==> config.mk <==
export PLATFORM = sky130hd
export DESIGN_NAME = n1_mem_arb_flat
export DESIGN_NICKNAME = d
export VERILOG_FILES = /design/src/rtl/n1_mem_arb_if.sv /design/src/rtl/n1_mem_arb.sv /design/src/flat_wrapper.sv
export SDC_FILE = /design/constraint.sdc
export NUM_CORES = 1
export LEC_CHECK = 0
export ABC_AREA = 1
export ABC_CLOCK_PERIOD_IN_PS = 2340
export BUFFER_PORTS_ARGS = -buffer_cell sky130_fd_sc_hd__buf_2
export CAP_MARGIN = 20
export CELL_PAD_IN_SITES_DETAIL_PLACEMENT = 1
export CELL_PAD_IN_SITES_GLOBAL_PLACEMENT = 1
export CORE_MARGIN = 2
export CORE_UTILIZATION = 17
export DETAILED_ROUTE_END_ITERATION = 7
export HOLD_SLACK_MARGIN = 0.03
export PLACE_DENSITY = 0.9
export SLEW_MARGIN = 20
export SYNTH_ARGS = -nofsm -noshare
export SYNTH_HDL_FRONTEND = slang
export SYNTH_SLANG_ARGS = --single-unit
==> constraint.sdc <==
create_clock -name clk_i -period 2.34 [get_ports clk_i]
set_input_delay 0.351 -clock clk_i [delete_from_list [all_inputs] [get_ports clk_i]]
set_output_delay 0.351 -clock clk_i [all_outputs]
set_load 0.01 [all_outputs]
==> src/rtl/n1_mem_arb_if.sv <==
// Pipelined Wishbone link between an initiator (master) and a responder (slave).
// dat_w carries initiator write data, dat_r carries responder read data.
interface n1_mem_arb_if #(
    parameter int AW = 16
);
    logic          cyc;
    logic          stb;
    logic          we;
    logic [AW-1:0] adr;
    logic [15:0]   dat_w;
    logic [15:0]   dat_r;
    logic          ack;
    logic          err;
    logic          stall;

    modport master (
        output cyc, stb, we, adr, dat_w,
        input  dat_r, ack, err, stall
    );

    modport slave (
        input  cyc, stb, we, adr, dat_w,
        output dat_r, ack, err, stall
    );
endinterface

==> src/rtl/n1_mem_arb.sv <==
// Two-initiator arbiter (program fetch bus, data bus) onto one pipelined Wishbone
// target, with a cap on accepted-but-unacknowledged accesses.
//
// state | meaning
// IDLE  | no grant; both initiators stalled, target cycle low
// PBUS  | program bus owns the target (read-only)
// DBUS  | data bus owns the target
module n1_mem_arb #(
    parameter int AW        = 16,
    parameter int MAX_OUTST = 2
) (
    input  logic               clk_i,
    input  logic               sync_rst_i,
    n1_mem_arb_if.slave        pbus,
    n1_mem_arb_if.slave        dbus,
    n1_mem_arb_if.master       tgt,
    output logic [1:0]         prb_arb_state_o
);
    localparam int CW = $clog2(MAX_OUTST + 1);
    localparam logic [CW-1:0] CNT_MAX = CW'(MAX_OUTST);

    typedef enum logic [1:0] {
        IDLE = 2'b00,
        PBUS = 2'b01,
        DBUS = 2'b10
    } state_t;

    state_t        state_q, state_d;
    logic [CW-1:0] cnt_q, cnt_d;
    logic          last_grant_q, last_grant_d;  // 1 = data bus held it last

    logic          g_cyc, g_stb, g_we;
    logic [AW-1:0] g_adr;
    logic [15:0]   g_dat;
    logic          full, accept, done;

    // The program bus is fetch-only, so its write enable and write data are ignored.
    wire unused_pbus = &{1'b0, pbus.we, pbus.dat_w};

    always_comb begin
        g_cyc = 1'b0;
        g_stb = 1'b0;
        g_we  = 1'b0;
        g_adr = '0;
        g_dat = '0;
        case (state_q)
            PBUS: begin
                g_cyc = pbus.cyc;
                g_stb = pbus.stb;
                g_adr = pbus.adr;
            end
            DBUS: begin
                g_cyc = dbus.cyc;
                g_stb = dbus.stb;
                g_we  = dbus.we;
                g_adr = dbus.adr;
                g_dat = dbus.dat_w;
            end
            default: ;
        endcase
    end

    assign full      = (cnt_q == CNT_MAX);
    assign tgt.cyc   = g_cyc;
    assign tgt.stb   = g_cyc & g_stb & ~full;
    assign tgt.we    = g_we;
    assign tgt.adr   = g_adr;
    assign tgt.dat_w = g_dat;

    assign accept = tgt.stb & ~tgt.stall;
    // Responses only count while a grant is live; in IDLE g_cyc is low so they drop.
    assign done   = g_cyc & (tgt.ack | tgt.err);

    assign pbus.stall = (state_q == PBUS) ? (tgt.stall | full) : 1'b1;
    assign dbus.stall = (state_q == DBUS) ? (tgt.stall | full) : 1'b1;
    assign pbus.ack   = (state_q == PBUS) & pbus.cyc & tgt.ack;
    assign pbus.err   = (state_q == PBUS) & pbus.cyc & tgt.err;
    assign dbus.ack   = (state_q == DBUS) & dbus.cyc & tgt.ack;
    assign dbus.err   = (state_q == DBUS) & dbus.cyc & tgt.err;
    assign pbus.dat_r = tgt.dat_r;
    assign dbus.dat_r = tgt.dat_r;

    assign prb_arb_state_o = state_q;

    always_comb begin
        state_d      = state_q;
        cnt_d        = cnt_q;
        last_grant_d = last_grant_q;

        if (accept && !done) begin
            cnt_d = cnt_q + CW'(1);
        end else if (done && !accept && cnt_q != '0) begin
            cnt_d = cnt_q - CW'(1);
        end

        case (state_q)
            IDLE: begin
                if (pbus.cyc && dbus.cyc) begin
                    state_d = last_grant_q ? PBUS : DBUS;
                end else if (pbus.cyc) begin
                    state_d = PBUS;
                end else if (dbus.cyc) begin
                    state_d = DBUS;
                end
            end
            PBUS: begin
                if (!pbus.cyc) begin
                    last_grant_d = 1'b0;
                    cnt_d        = '0;
                    state_d      = dbus.cyc ? DBUS : IDLE;
                end
            end
            DBUS: begin
                if (!dbus.cyc) begin
                    last_grant_d = 1'b1;
                    cnt_d        = '0;
                    state_d      = pbus.cyc ? PBUS : IDLE;
                end
            end
            default: state_d = IDLE;
        endcase
    end

    always_ff @(posedge clk_i) begin
        if (sync_rst_i) begin
            state_q      <= IDLE;
            cnt_q        <= '0;
            last_grant_q <= 1'b1;
        end else begin
            state_q      <= state_d;
            cnt_q        <= cnt_d;
            last_grant_q <= last_grant_d;
        end
    end
endmodule

==> src/flat_wrapper.sv <==
// flat-port wrapper written by rule: the top's interface ports become plain ports
module n1_mem_arb_flat 
#(
    parameter int AW        = 16,
    parameter int MAX_OUTST = 2
)
  (clk_i, sync_rst_i, prb_arb_state_o, pbus_cyc, pbus_stb, pbus_we, pbus_adr, pbus_dat_w, pbus_dat_r, pbus_ack, pbus_err, pbus_stall, dbus_cyc, dbus_stb, dbus_we, dbus_adr, dbus_dat_w, dbus_dat_r, dbus_ack, dbus_err, dbus_stall, tgt_cyc, tgt_stb, tgt_we, tgt_adr, tgt_dat_w, tgt_dat_r, tgt_ack, tgt_err, tgt_stall);
  n1_mem_arb_if #(.AW(AW)) pbus_i ();
  n1_mem_arb_if #(.AW(AW)) dbus_i ();
  n1_mem_arb_if #(.AW(AW)) tgt_i ();
  input  logic clk_i;
  input  logic sync_rst_i;
  output logic [1:0] prb_arb_state_o;
  input wire logic [$bits(pbus_i.cyc)-1:0] pbus_cyc;
  input wire logic [$bits(pbus_i.stb)-1:0] pbus_stb;
  input wire logic [$bits(pbus_i.we)-1:0] pbus_we;
  input wire logic [$bits(pbus_i.adr)-1:0] pbus_adr;
  input wire logic [$bits(pbus_i.dat_w)-1:0] pbus_dat_w;
  output wire logic [$bits(pbus_i.dat_r)-1:0] pbus_dat_r;
  output wire logic [$bits(pbus_i.ack)-1:0] pbus_ack;
  output wire logic [$bits(pbus_i.err)-1:0] pbus_err;
  output wire logic [$bits(pbus_i.stall)-1:0] pbus_stall;
  input wire logic [$bits(dbus_i.cyc)-1:0] dbus_cyc;
  input wire logic [$bits(dbus_i.stb)-1:0] dbus_stb;
  input wire logic [$bits(dbus_i.we)-1:0] dbus_we;
  input wire logic [$bits(dbus_i.adr)-1:0] dbus_adr;
  input wire logic [$bits(dbus_i.dat_w)-1:0] dbus_dat_w;
  output wire logic [$bits(dbus_i.dat_r)-1:0] dbus_dat_r;
  output wire logic [$bits(dbus_i.ack)-1:0] dbus_ack;
  output wire logic [$bits(dbus_i.err)-1:0] dbus_err;
  output wire logic [$bits(dbus_i.stall)-1:0] dbus_stall;
  output wire logic [$bits(tgt_i.cyc)-1:0] tgt_cyc;
  output wire logic [$bits(tgt_i.stb)-1:0] tgt_stb;
  output wire logic [$bits(tgt_i.we)-1:0] tgt_we;
  output wire logic [$bits(tgt_i.adr)-1:0] tgt_adr;
  output wire logic [$bits(tgt_i.dat_w)-1:0] tgt_dat_w;
  input wire logic [$bits(tgt_i.dat_r)-1:0] tgt_dat_r;
  input wire logic [$bits(tgt_i.ack)-1:0] tgt_ack;
  input wire logic [$bits(tgt_i.err)-1:0] tgt_err;
  input wire logic [$bits(tgt_i.stall)-1:0] tgt_stall;
  assign pbus_i.cyc = pbus_cyc;
  assign pbus_i.stb = pbus_stb;
  assign pbus_i.we = pbus_we;
  assign pbus_i.adr = pbus_adr;
  assign pbus_i.dat_w = pbus_dat_w;
  assign pbus_dat_r = pbus_i.dat_r;
  assign pbus_ack = pbus_i.ack;
  assign pbus_err = pbus_i.err;
  assign pbus_stall = pbus_i.stall;
  assign dbus_i.cyc = dbus_cyc;
  assign dbus_i.stb = dbus_stb;
  assign dbus_i.we = dbus_we;
  assign dbus_i.adr = dbus_adr;
  assign dbus_i.dat_w = dbus_dat_w;
  assign dbus_dat_r = dbus_i.dat_r;
  assign dbus_ack = dbus_i.ack;
  assign dbus_err = dbus_i.err;
  assign dbus_stall = dbus_i.stall;
  assign tgt_cyc = tgt_i.cyc;
  assign tgt_stb = tgt_i.stb;
  assign tgt_we = tgt_i.we;
  assign tgt_adr = tgt_i.adr;
  assign tgt_dat_w = tgt_i.dat_w;
  assign tgt_i.dat_r = tgt_dat_r;
  assign tgt_i.ack = tgt_ack;
  assign tgt_i.err = tgt_err;
  assign tgt_i.stall = tgt_stall;
  n1_mem_arb #(.AW(AW), .MAX_OUTST(MAX_OUTST)) u_core (.clk_i(clk_i), .sync_rst_i(sync_rst_i), .pbus(pbus_i), .dbus(dbus_i), .tgt(tgt_i), .prb_arb_state_o(prb_arb_state_o));
endmodule
# Yosys cells after proc, flatten, opt, wreduce, memory -nomap -nowiden
# Index checks and enable logic that the tools add are counted.
dict set report op_classes {
  n_eq_ne 6
  mux 24
  n_reduce_logical 11
  bitwise 14
  n_addsub 2
}
# operator n
set ops {}
lappend ops {{$pmux W16 S2} 1}
lappend ops {{$mux W2} 11}
lappend ops {{$mux W16} 1}
lappend ops {{$and A1 B1 Y1} 10}
lappend ops {{$mux W1} 6}
lappend ops {{$pmux W1 S2} 3}
lappend ops {{$pmux W2 S3} 1}
lappend ops {{$reduce_and A3 Y1} 2}
lappend ops {{$eq A2 B2 Y1 const B} 2}
lappend ops {{$logic_and A1 B1 Y1} 4}
lappend ops {{$ne A2 B2 Y1 const B} 2}
lappend ops {{$ne A4 B3 Y1 const B} 1}
lappend ops {{$pmux W2 S2} 1}
lappend ops {{$reduce_bool A2 Y1} 2}
lappend ops {{$add A2 B1 Y2 const B} 1}
lappend ops {{$eq A2 B1 Y1 const B} 1}
lappend ops {{$logic_not A1 Y1} 2}
lappend ops {{$logic_not A2 Y1} 1}
lappend ops {{$not A1 Y1} 2}
lappend ops {{$or A1 B1 Y1} 2}
lappend ops {{$sub A2 B1 Y2 const B} 1}
dict set report totals {
  out_inout_bits 75
  input_bits 91
  reg_bits 5
  elab_cells 60
}

# Logic depth before layout (Yosys ltp)
dict set report logic_depth {
  depth_word 12
  mapped_depth 13
  depth_no_buf 12
}

# Worst setup path after synthesis
# No wires, ideal clock.
dict set report synth_path {
  path_kind {register to output}
  from {reg u_core.state_q[0] (netlist: u_core.prb_arb_state_o[0])}
  to {out tgt_adr[12]}
  slack_ns 0.550
  stages_incl_launch_ff 6
  t_required_ns 1.989
  arrival_ns 1.439
  path_buffers 1
  path_cell_list {dfxtp_1 inv_1 ha_1 clkinv_1 clkbuf_1 a21oi_1}
}
dict set report synth_via {
  elab_chain_cells 2
}
# item line_no
set synth_lines {}
lappend synth_lines {{from (decl)} n1_mem_arb.sv:28} ;# state_t state_q, state_d;
lappend synth_lines {{from (signal assigned)} n1_mem_arb.sv:130} ;# state_q <= state_d;
lappend synth_lines {{$eq A2 B2 Y1 / $eq A2 B1 Y1 (equally long branches)} n1_mem_arb.sv:46} ;# case (state_q)
lappend synth_lines {{$pmux W16 S2 (*)} n1_mem_arb.sv:46}
lappend synth_lines {{to (decl)} flat_wrapper.sv:35} ;# output wire logic [$bits(tgt_i.adr)-1:0] tgt_adr;
# Every way passes the cells marked *; elsewhere a longest branch is shown, timed or not.

# Final worst setup path
dict set report layout_path {
  from {reg u_core.state_q[0] (netlist: u_core.prb_arb_state_o[0])}
  to {out tgt_adr[15]}
}
# Same word-level chain as after synthesis.

==> metrics.md <==
| Metric | Value |
|---|---|
| Status | finished, final reports clean |
| Adder-cell share of the synthesized area | ~6.8% |
| Sw power | roughly 0.00033 W |
| Initial DRC count | approximately 50 |
| Multi-input logic area | 588 um2 |
| Vias per inst | around 4.1 |
| Simple-gate portion of the synthesized area | approximately a third |
| Worst skew pair latency | ~0.23 ns |
| Share of Yosys cell area claimed by the top area cell type | between 20% and 30% |
| TritonCTS buffer count | 3 |
| Placed cell areas | 1450 um2 |
| Post-synth cell types | 19 |
| Diode count | 0 |
| Routed len/inst | between 10 and 15 um |
| Initial core utilization | 17.6% |
| Peak supply drop | around 0.13 mV |
| Setup crit start kind | register |
| Tot GR Track Use | 11.2% |
| Logic gate share of total power | roughly three fifths |
| Synth top area cells | buf_4 (22%), nand2_1 (21%), inv_1 (13%) |
| Post-route clock period utilization | 91.3% |
| Reg power frac | ~15% |
| Sequential fraction of the synthesis area | ~9% |
| #FFs+latches synth | 5 |
| Clock sink total | 5 |
| Switch share | between 40% and 50% |
| Area grow syn2layout | 35.2% |
| Total number of yosys warnings | 0 |
| Post-Layout Inst Area | roughly 1500 um2 |
| Post-Syn Instances | just under 200 |
| R2R depth | 9 |
| Area occupied by registers | between 100 and 150 um2 |
| Die width | ~85 um |
| WHS Path Cells | 2 |
| Worst Tran Pin Value | between 0.2 and 0.3 ns |
| Mux cell area share after synthesis | 0% |
| RSZ-0062 raised after global routing | false |
| Setup slack, reg-to-reg | approximately 0.52 ns |
| RD Place Congestion | approximately 0.76 |
| Relative slew slack | 80.8% |
| Routed via count | between 1,000 and 1,500 |
| Die height | 84.8 um |
| Synth area leader | buf_4 |
| DRT Pass-1 Iters | 4 |
| CP Data Arrival Time | 1.79 ns |
| R2R Path End | u_core.cnt_q[1] |
| Critical path class | reg -> out |
| Hold Path Sink | u_core.prb_arb_state_o[1] |
| Max_cap viols | 0 |
| # nets final | 365 |
| Post-synth EDFFs | 0 |
| Critical Path RT | between 1.5 and 2 ns |
| XOR/XNOR Fraction of Synth Area | 0% |
| Internal | ~0.00037 W |
| TritonCTS clock tree | built |
| Combinational family with the most area after synthesis | buffers and inverters |
| Post-synth ARST share | 0% |
| Grt total ovfl | 0 |
| Max-slew violations | 0 |
| Syn Nets | between 200 and 300 |
| Residual DRC | 0 |
| Synth Area per Inst | about 5.6 um2 |
| Most used flip-flop cell after synthesis | dfxtp_1 |
| Setup crit end kind | output port |
| Initial antenna violation count | 0 |
| Final ANT Viol Nets | 0 |
| Final Core Density | about a quarter |
| Final setup TNS | 0 ns |
| Reg-to-Reg Start | u_core.prb_arb_state_o[0] |
| IO Port Bufs | 100 |
| Final setup vio count | 0 |
| Hold_buf cts | 0 |
| Fin crit period | approximately 2.1 ns |
| # rows | 29 |
| Largest net degree at the start of global routing | 25 |
| Routed WL | 4090 um |
| Layout fillers | between 800 and 900 |
| Layout cells sized above 1 | approximately 43% |
| Final Hold Viols | 0 |
| Core area | 6310 um2 |
| CTS Buffer Depth | 2 |
| Setup bufs post-CTS | 0 |
| H-tree Lvls | 1 |
| Pwr/cell area | between 400 and 500 nW/um2 |
| Mapped cell area | ~1100 um2 |
| Clock transition at the registers of the reported paths | ~0.040 ns |
| I/O Pins | around 170 |
| Clk network pwr share | approximately a quarter |
| Vias in the first global route | 1,469 |
| HP Start | sync_rst_i |
| First-pass GRT wire length | around 6600 um |
| Complex-gate fraction of the synthesized area | 12.5% |
| Non-Filler Instances | around 340 |
| Type of the worst min-delay path | in -> reg |
| Die ar. | 7180 um2 |
| Clk_skew | around 0.0023 ns |
| F_max | ~470 MHz |
| Placed insts | 340 |
| CP max FO | 17 |
| Root Driver | clkbuf_8 |
| HPWL after DPL | ~3600 um |
| Leak | between 0.9 and 1 nW |
worst max-delay path by stage:
stage | end | from | cells after the start | slack [ns]
global placement | tgt_adr[15] | u_core.prb_arb_state_o[0] | 5 | 0.33
CTS | tgt_adr[15] | u_core.prb_arb_state_o[0] | 5 | 0.04
global route | tgt_adr[15] | u_core.prb_arb_state_o[0] | 5 | 0.06
detailed placement | tgt_adr[15] | u_core.prb_arb_state_o[1] | 5 | 0.29
finish | tgt_adr[15] | u_core.prb_arb_state_o[0] | 5 | 0.20
floorplan | tgt_adr[12] | u_core.prb_arb_state_o[0] | 5 | 0.55
kinds of logic (layout without fill, tap and decap cells):
group                    after synthesis  in the layout
AND/OR/NAND/NOR                       84             84
buffers and inverters                 77            145
AO/OA/AOI/OAI                         27             27
adder cells (fa/ha/maj)                6              6
flip-flops                             5              5
routing by layer:
| metal | share of wire, % | vias to the layer above | GRT usage, % |
|---|---|---|---|
| met5 | 0 | - | 0 |
| met4 | 1.3 | 0 | 4.04 |
| met3 | 8.1 | 5 | 2.06 |
| met2 | 55 | 83 | 22.4 |
| met1 | 35 | 621 | 11.2 |
| li1 | - | 698 | - |
power groups by stage:
stage	Combinational, W	Sequential (W)	Clock [W]
4_1_cts	0.000434	0.000105	0.000167
2_1_floorplan	0.000313	0.000107	0
3_3_place_gp	0.000418	0.000106	0
5_1_grt	0.000486	0.000107	0.000172
6_report	0.000428	0.000105	0.000170
3_5_place_dp	0.000433	0.000107	0
cells in the final DEF, fill, tap and decap left out:
| cell | netlist | layout |
|---|---|---|
| clkbuf_8 | 0 | 3 |
| nor2_1 | 7 | 7 |
| a31oi_1 | 1 | 1 |
| nand2_2 | 2 | 2 |
| or2_2 | 1 | 1 |
| a21oi_1 | 20 | 20 |
| o211ai_1 | 1 | 1 |
| nand2_1 | 61 | 61 |
| buf_2 | 0 | 100 |
| buf_4 | 33 | 3 |
| inv_1 | 37 | 37 |
| o21ai_0 | 5 | 5 |
| nand3_1 | 8 | 8 |
| nor2_8 | 1 | 1 |
| clkinvlp_4 | 0 | 1 |
| clkbuf_1 | 5 | 1 |
| nand4_1 | 1 | 1 |
| ha_1 | 6 | 6 |
| nand2_4 | 3 | 3 |
| dfxtp_1 | 5 | 5 |
Yosys cell counts, types with 2 or more instances:
cell      instances
nand2_1          61
nand2_2           2
inv_1            37
dfxtp_1           5
nand2_4           3
nor2_1            7
ha_1              6
buf_4            33
a21oi_1          20
o21ai_0           5
clkbuf_1          5
nand3_1           8
metrics by stage:
stage	setup WS, ns	hold WS (ns)	total power (W)
5_1_grt	0.0606	0.310	0.000766
2_1_floorplan	0.550	0.420	0.000420
4_1_cts	0.0425	0.313	0.000707
3_3_place_gp	0.333	0.495	0.000524
3_5_place_dp	0.290	0.509	0.000539
6_report	0.204	0.309	0.000703
flip-flops by register name, summed over array words and instances (netlist names):
signal and count:
u_core.last_grant_q 1, u_core.prb_arb_state_o 2, u_core.cnt_q 2
worst max-delay path, cell delays in order, from the launching register on:
cell	delay [ns]
dfxtp_1	0.39
inv_1	0.09
ha_1	0.38
clkinvlp_4	0.30
a21oi_1	0.23
buf_2	0.16
area by class of cell:
type / count / area share (%)
clock buffers: 4 / 3.01
inverters: 38 / 9.77
multi-input cells: 117 / 39.2
flip-flops and latches: 5 / 6.68
well taps: 77 / 6.43
repair buffers: 103 / 34.9
what timing repair did:
action | CTS | global route
resized for setup | 0 | 1
hold endpoints to repair | 0 | 0
endpoints found under the setup margin | 0 | 16
No activity file was read; power rests on OpenSTA's default activity.
